--- config.mk ---
export PLATFORM = sky130hd
export DESIGN_NAME = sound_event_sequencer
export DESIGN_NICKNAME = d
export VERILOG_FILES = /design/src/rtl/sound_pkg.sv /design/src/rtl/duration_timer.sv /design/src/rtl/sound_event_sequencer.sv
export SDC_FILE = /design/constraint.sdc
export NUM_CORES = 1
export LEC_CHECK = 0
export BUFFER_PORTS_ARGS = -buffer_cell sky130_fd_sc_hd__buf_4
export CAP_MARGIN = 25
export CORE_MARGIN = 10
export CORE_UTILIZATION = 55
export CTS_BUF_LIST = sky130_fd_sc_hd__clkbuf_8
export CTS_CLUSTER_SIZE = 8
export DETAILED_ROUTE_END_ITERATION = 10
export HOLD_SLACK_MARGIN = 0.12
export PLACE_DENSITY = 0.72
export SYNTH_ARGS = -nofsm -noshare
export SYNTH_HDL_FRONTEND = slang
export SYNTH_HIERARCHICAL = 1
export SYNTH_SLANG_ARGS = --single-unit
--- constraint.sdc ---
create_clock -name CLK100MHZ -period 6.1 [get_ports CLK100MHZ]
set_clock_uncertainty 0.1 [all_clocks]
set_input_delay 1.22 -clock CLK100MHZ [delete_from_list [all_inputs] [get_ports CLK100MHZ]]
set_output_delay 1.22 -clock CLK100MHZ [all_outputs]
set_load 0.02 [all_outputs]
--- src/rtl/sound_pkg.sv ---
// Shared types and default tone durations for the sound event sequencer.
package sound_pkg;

  typedef enum logic [2:0] {
    IDLE  = 3'd0,
    JUMP  = 3'd1,
    GAP   = 3'd2,
    DEATH = 3'd3,
    DONE  = 3'd4
  } snd_state_t;

  localparam int unsigned SND_JUMP_CYCLES  = 25_000_000;
  localparam int unsigned SND_DEATH_CYCLES = 100_000_000;
  localparam int unsigned SND_GAP_CYCLES   = 2_000_000;
  localparam int unsigned SND_TEST_JUMP    = 64;
  localparam int unsigned SND_TEST_DEATH   = 128;
  localparam int unsigned SND_TEST_GAP     = 8;

  localparam int SND_CNT_W = $clog2(SND_DEATH_CYCLES);

  function automatic int unsigned snd_max(input int unsigned a, input int unsigned b);
    return (a > b) ? a : b;
  endfunction

endpackage

--- src/rtl/duration_timer.sv ---
// Loadable down-counter; expired is high whenever the count has reached zero.
// A load takes effect on the next edge and wins over the decrement.
module duration_timer
  import sound_pkg::*;
#(
  parameter int W = SND_CNT_W
) (
  input  logic         CLK100MHZ,
  input  logic         CPU_RESETN,
  input  logic         load,
  input  logic [W-1:0] load_val,
  output logic         expired
);

  logic [W-1:0] r_cnt;

  always_ff @(posedge CLK100MHZ or negedge CPU_RESETN) begin
    if (!CPU_RESETN) begin
      r_cnt <= '0;
    end else if (load) begin
      r_cnt <= load_val;
    end else if (r_cnt != '0) begin
      r_cnt <= r_cnt - 1'b1;
    end
  end

  assign expired = (r_cnt == '0);

endmodule

--- src/rtl/sound_event_sequencer.sv ---
// Converts jump/death/revive pulses into level-held tone requests for audio_engine.
// Outputs are registered: an event sampled on edge N is visible right after edge N.
module sound_event_sequencer
  import sound_pkg::*;
#(
  parameter int unsigned JUMP_CYCLES  = SND_JUMP_CYCLES,
  parameter int unsigned DEATH_CYCLES = SND_DEATH_CYCLES,
  parameter int unsigned GAP_CYCLES   = SND_GAP_CYCLES,
  parameter int unsigned TEST_JUMP    = SND_TEST_JUMP,
  parameter int unsigned TEST_DEATH   = SND_TEST_DEATH,
  parameter int unsigned TEST_GAP     = SND_TEST_GAP
) (
  input  logic CLK100MHZ,
  input  logic CPU_RESETN,
  input  logic jump_evt,
  input  logic death_evt,
  input  logic revive,
  input  logic istesting,
  output logic jump,
  output logic isdead,
  output logic busy
);

  localparam int unsigned MAX_DUR = snd_max(snd_max(snd_max(JUMP_CYCLES, DEATH_CYCLES),
                                                    snd_max(GAP_CYCLES, TEST_JUMP)),
                                            snd_max(TEST_DEATH, TEST_GAP));
  localparam int CNT_W = $clog2(MAX_DUR);

  snd_state_t       r_state;
  snd_state_t       w_next;
  logic             r_pend;
  logic             w_pend_nx;
  logic             r_jump;
  logic             r_isdead;
  logic             r_busy;
  logic             w_load;
  logic [CNT_W-1:0] w_load_val;
  logic             w_expired;
  logic [CNT_W-1:0] w_jump_ld;
  logic [CNT_W-1:0] w_death_ld;
  logic [CNT_W-1:0] w_gap_ld;

  // Counter is loaded with length-1 so a state lasts exactly 'length' cycles.
  assign w_jump_ld  = istesting ? CNT_W'(TEST_JUMP - 1)  : CNT_W'(JUMP_CYCLES - 1);
  assign w_death_ld = istesting ? CNT_W'(TEST_DEATH - 1) : CNT_W'(DEATH_CYCLES - 1);
  assign w_gap_ld   = istesting ? CNT_W'(TEST_GAP - 1)   : CNT_W'(GAP_CYCLES - 1);

  duration_timer #(
    .W (CNT_W)
  ) u_timer (
    .CLK100MHZ  (CLK100MHZ),
    .CPU_RESETN (CPU_RESETN),
    .load       (w_load),
    .load_val   (w_load_val),
    .expired    (w_expired)
  );

  always_comb begin
    w_next     = r_state;
    w_pend_nx  = r_pend;
    w_load     = 1'b0;
    w_load_val = '0;
    case (r_state)
      IDLE: begin
        if (death_evt) begin
          w_next     = DEATH;
          w_pend_nx  = 1'b0;
          w_load     = 1'b1;
          w_load_val = w_death_ld;
        end else if (jump_evt) begin
          w_next     = JUMP;
          w_load     = 1'b1;
          w_load_val = w_jump_ld;
        end
      end
      JUMP: begin
        if (death_evt) begin
          w_next     = DEATH;
          w_pend_nx  = 1'b0;
          w_load     = 1'b1;
          w_load_val = w_death_ld;
        end else begin
          if (jump_evt) w_pend_nx = 1'b1;
          // A retrigger landing on the expiry edge still earns a restart.
          if (w_expired) begin
            if (r_pend || jump_evt) begin
              w_next     = GAP;
              w_load     = 1'b1;
              w_load_val = w_gap_ld;
            end else begin
              w_next     = IDLE;
            end
          end
        end
      end
      GAP: begin
        if (death_evt) begin
          w_next     = DEATH;
          w_pend_nx  = 1'b0;
          w_load     = 1'b1;
          w_load_val = w_death_ld;
        end else if (w_expired) begin
          w_next     = JUMP;
          w_pend_nx  = jump_evt;
          w_load     = 1'b1;
          w_load_val = w_jump_ld;
        end else if (jump_evt) begin
          w_pend_nx  = 1'b1;
        end
      end
      DEATH: begin
        if (revive) begin
          w_next    = IDLE;
          w_pend_nx = 1'b0;
        end else if (w_expired) begin
          w_next    = DONE;
        end
      end
      DONE: begin
        if (revive) begin
          w_next    = IDLE;
          w_pend_nx = 1'b0;
        end
      end
      default: begin
        w_next    = IDLE;
        w_pend_nx = 1'b0;
      end
    endcase
  end

  always_ff @(posedge CLK100MHZ or negedge CPU_RESETN) begin
    if (!CPU_RESETN) begin
      r_state  <= IDLE;
      r_pend   <= 1'b0;
      r_jump   <= 1'b0;
      r_isdead <= 1'b0;
      r_busy   <= 1'b0;
    end else begin
      r_state  <= w_next;
      r_pend   <= w_pend_nx;
      r_jump   <= (w_next == JUMP);
      r_isdead <= (w_next == DEATH);
      r_busy   <= (w_next != IDLE);
    end
  end

  assign jump   = r_jump;
  assign isdead = r_isdead;
  assign busy   = r_busy;

endmodule

Word-level counts from Yosys, hierarchy flattened
Index checks and enable logic that the tools add are counted.

word-level totals
  bits of input ports = 6
  logic and storage cells = 62
  output and inout port bits = 3
  register bits after elaboration = 34

cells by class
  equality and inequality tests = 8
  reductions and logical operators = 8
  add/sub/neg operators = 1
  mux-type cells = 39

operators with widths
  cell                     number
  $mux W27                 6
  $pmux W27 S3             1
  $mux W25                 3
  $mux W21                 3
  $logic_not A27 Y1        1
  $mux W3                  9
  $reduce_bool A27 Y1      1
  $sub A27 B1 Y27 const B  1
  $pmux W3 S5              1
  $mux W1                  13
  $eq A3 B2 Y1 const B     3
  $eq A3 B1 Y1 const B     2
  $pmux W1 S4              1
  $eq A3 B3 Y1 const B     1
  $logic_not A3 Y1         1
  $pmux W1 S3              1
  $reduce_bool A3 Y1       1
  $mux W2                  1
  $ne A2 B1 Y1 const B     1
  $ne A2 B2 Y1 const B     1
  $reduce_and A2 Y1        1
  $reduce_bool A2 Y1       1
  $reduce_or A2 Y1         1
  $logic_or A1 B1 Y1       1

Logic depth before layout (Yosys ltp)
  depth in word-level cells = 6
  mapped depth = 15
  gate-level depth less buffers = 13

By module
The synthesis kept the hierarchy.

modules (own cells, without submodules)
  module                 instances  area each (sq um)  cells each  sequential area each (sq um)
  duration_timer         1          1627.8             178         675.6
  sound_event_sequencer  1          560.5              69          175.2

Least setup slack after synthesis
No wires, ideal clock.

  kind = reg-to-reg
  start point = register u_timer.r_cnt[0]
  end point = register u_timer.r_cnt[8]
  period minus slack after synthesis = 3.291 ns
  required time = 5.906 ns
  slack = 2.809 ns
  stages on the path, launching flop included = 16
  setup time = 0.094 ns
  path buffers = 3
  arrival = 3.097 ns
  cells stage by stage = dfrtp_1 -> inv_1 -> ha_1 -> or3b_1 -> nor4b_4 -> and3_1 -> buf_2 -> nand2b_1 -> or3_1 -> buf_6 -> nand2_1 -> clkinv_1 -> nand2_1 -> nor4_4 -> buf_6 -> a211oi_1

between the ends
  longest elaborated chain between the ends = 5
  elaborated cells on any way between the ends = 16
  those cells by class = 1 x add/sub; 12 x mux; 3 x reduce/logical

ends and longest elaborated chain
  what                                                   RTL line                                                   RTL
  from (decl)                                            duration_timer.sv:15                                       logic [W-1:0] r_cnt;
  from (signal assigned)                                 duration_timer.sv:21                                       r_cnt <= load_val;
  from (signal assigned)                                 duration_timer.sv:23                                       r_cnt <= r_cnt - 1'b1;
  $logic_not A27 Y1 *                                    duration_timer.sv:27                                       assign expired = (r_cnt == '0);
  net w_expired                                          sound_event_sequencer.sv:38                                logic w_expired;
  $mux W1, on equally long branches                      sound_event_sequencer.sv:102, sound_event_sequencer.sv:85
  $mux W1, on equally long branches                      sound_event_sequencer.sv:97, sound_event_sequencer.sv:77
  $pmux W1 S3 *                                          sound_event_sequencer.sv:63                                case (r_state)
  net w_load                                             sound_event_sequencer.sv:36                                logic w_load;
  $mux W27 / $reduce_bool A2 Y1 (equally long branches)  -

The timed path passes the listed nets; every way through them passes the cells marked *. The select of a mux whose other input is x is not followed.
A chain may end at the register's enable or synchronous reset.

Worst setup path after layout
  start point = register u_timer.r_cnt[0]
  end point = register u_timer.r_cnt[16]

The elaborated chain is that of the path after synthesis.

==> metrics.txt <==
library cell with the largest summed area after synthesis=sky130_fd_sc_hd__dfrtp_1; DRC violation total after the first TritonRoute iteration=133; unrepaired setup endpoints after global routing=no; post-detailed-route count of antenna-violating nets=0; worst max-slew margin expressed relative to the limit=49.2%; cell at the root of the clock tree=sky130_fd_sc_hd__clkbuf_8; total leakage power=0.000897 uW; Hold Vio Cnt, Final=0; global placement routability congestion=0.948; peak ir drop on the vdd network=0.236 mV; reg-to-reg critical path startpoint=u_timer/r_cnt[0]; TritonCTS Buffers=5; portion of the clock cycle consumed by the worst path in the final layout=79.1%; number of buffer cells added on primary ports=8; leftover overflow at the end of global routing=0; Slowest-stage cell, CP=sky130_fd_sc_hd__clkinv_1; worst slew pin tran=0.756 ns; critical path data arrival time=4.91 ns; vertical die dimension=83.1 um; startpoint of the tightest hold check path=u_timer/r_cnt[26]; effective utilization at floorplan=58.5%; total of flip-flops plus latches after synthesis=34; fraction of the core area covered by cells at the end of the flow=61.9%; first-pass GRT wire length=8030 um; class of the most critical hold timing path=reg2reg; number of H-tree branching levels=2; Setup CP Type=reg2reg; number of instances resized during post-cts repair=0; area grow syn2layout=5.95%; antenna violations before repair=0; number of global-route vias before repair=1725; sequential-to-total area share from yosys stat=38.9%; largest fanout of any net on the critical path=27; startpoint type of the worst setup path=register; Final Setup Violations=0; beginning of the critical path=u_timer/r_cnt[0]; CTS Hold Bufs=0; cell area after technology mapping=2190 um^2; synth top area cells=sky130_fd_sc_hd__dfrtp_1, sky130_fd_sc_hd__xnor2_1, sky130_fd_sc_hd__nor2_1; worst-case hold slack=0.423 ns; maximum count of clock buffers along a single path=2; count of flip-flops with a built-in enable after synthesis=0; timing-limited maximum frequency=207 MHz; fraction of layout cells with a size suffix above 1=12.6%; IO Count=9; share of synthesized registers carrying an async set or reset=100%; Critical Path Sink Type=register; placed insts=294; number of iterations in the first detailed-routing pass=4; total routing usage reported by global routing=13.8%; cells after synthesis=247; required arrival time at the worst endpoint=6.19 ns; average footprint of a synthesized cell=8.86 um^2; Synth top area share=38.9%; fin. max-slew vios=0; sum of negative setup slack=0 ns; via count=1772; Die Outline Area=6900 um^2; run status=completed; non-filler instance count after layout=301; post-CTS setup buffer count=0; DRC=0; Final Routed Wirelength=4660 um; final net count=260; clock-pin slew on the worst setup and hold paths=0.06 ns; core area=3740 um^2; Ys Warns=6; Detail Placement HPWL=3410 um; shortest clock period the worst path allows after layout=4.82 ns; overall die width=83.1 um; total power density per cell area=484 nW/um^2; ratio of routed vias to standard cells=5.89; Antenna diodes=0; number of standard-cell rows in the floorplan=22; pin count of the biggest net entering global routing=35; CTS sink count=34; clock latency on the worst-skew pair=0.29 ns; dominant synthesized flop cell=sky130_fd_sc_hd__dfrtp_1; final routed wire length divided by cell count=15.5 um; number of maximum-capacitance constraint violations=0; cells along the critical path=inv_1 > ha_1 > or3b_1 > nor4b_4 > and3_1 > nand2b_1 > or3_1 > nand2_1 > clkinv_1 > nand2_1 > nor4_4 > a211oi_1; CTS tree=built; distinct cell type count after synthesis=54; most prevalent standard cell on the critical path=sky130_fd_sc_hd__nand2_1; maximum single-stage delay on the critical path=0.78 ns
sequential cells by signal, indices dropped and copies added, names as in the netlist:
name / cells
r_pend: 1
u_timer/r_cnt: 27
r_state: 3
busy: 1
isdead: 1
jump: 1
cells in the mapped netlist (all sizes together) (2+ instances only):
library cell	number
xnor2	14
o31a	2
a21oi	11
xor2	4
and3	2
nor2b	3
dfrtp	34
or3	5
a31oi	2
and2	2
or3b	2
mux2i	6
nor4	11
nor4b	3
nand3	4
nor3b	2
inv	7
o21bai	2
clkbuf	5
nor2	33
buf	6
o21ai	17
or2	4
a211oi	10
nand2b	5
nand2	25
nor3	12
final timing paths:
| kind | to | slack (ns) | depth (start not counted) |
|---|---|---|---|
| hold reg to reg | u_timer/r_cnt[26] | 0.42 | 1 |
| setup / recovery | u_timer/r_cnt[16] | 1.28 | 12 |
| hold / removal | u_timer/r_cnt[26] | 0.42 | 1 |
| max in group asynchronous | u_timer/r_cnt[10] | 4.82 | 1 |
| min in group asynchronous | u_timer/r_cnt[2] | 0.77 | 1 |
| setup reg to reg | u_timer/r_cnt[16] | 1.28 | 12 |
report_power, final:
part           switching [uW]  internal (uW)
Clock                    77.5           75.1
Sequential                123            326
Combinational             294            226
layout by cell type (no fill, tap or decap), types with 5 or more instances in the layout:
cell type	netlist	routed
sky130_fd_sc_hd__a211oi_1	10	10
sky130_fd_sc_hd__a21oi_1	11	11
sky130_fd_sc_hd__buf_4	0	8
sky130_fd_sc_hd__clkbuf_8	0	5
sky130_fd_sc_hd__dfrtp_1	34	34
sky130_fd_sc_hd__inv_1	7	9
sky130_fd_sc_hd__mux2i_1	6	6
sky130_fd_sc_hd__nand2_1	24	24
sky130_fd_sc_hd__nor2_1	32	32
sky130_fd_sc_hd__nor3_1	11	11
sky130_fd_sc_hd__nor4_1	9	9
sky130_fd_sc_hd__o21ai_0	13	13
sky130_fd_sc_hd__xnor2_1	14	14
cell families (layout without fill, tap and decap cells):
group | Yosys count | in the layout | synth area share, %
and+or+nand+nor | 116 | 116 | 30.0
xor gates and xnor gates | 18 | 18 | 7.20
buffers and inverters | 19 | 23 | 4.75
muxes | 7 | 7 | 3.26
DFF | 34 | 34 | 38.9
other | 1 | 3 | 0.171
adders and majority gates | 1 | 1 | 0.572
AOI/OAI and AO/OA | 51 | 51 | 15.2
final cells by class:
class	count	area, um^2
Clock inverter	2	7.51
Sequential cell	34	851
Tap cell	48	60.1
Timing Repair Buffer	8	60.1
Multi-Input combinational cell	196	1240
Inverter	8	30.0
Fill cell	336	1430
Clock buffer	5	68.8
critical path, delay by kind of cell, from the launching register on:
family                   cells  cell delay (ns)
AND/OR/NAND/NOR              8             2.96
adder cells (fa/ha/maj)      1             0.21
buffers and inverters        2             0.87
AO/OA/AOI/OAI                1             0.21
flip-flops                   1             0.37
per-layer routing:
layer  track usage (%)  vias to the layer above  part of all wire (%)
met1              17.9                      841                    49
li1                  -                      883                     -
met5                 0                        -                     0
met3              3.32                        6                   5.3
met4              5.54                        0                   1.4
met2              21.2                       42                    44
stage by stage:
stage	cell area (um^2)	setup slack [ns]	total power, uW
2_1_floorplan	2200	2.81	858
3_3_place_gp	2240	1.59	959
3_5_place_dp	2240	1.34	969
4_1_cts	2320	1.35	1130
5_1_grt	2320	0.856	1220
6_report	2320	1.28	1120
Note: power is estimated with default switching activity, not from simulation.
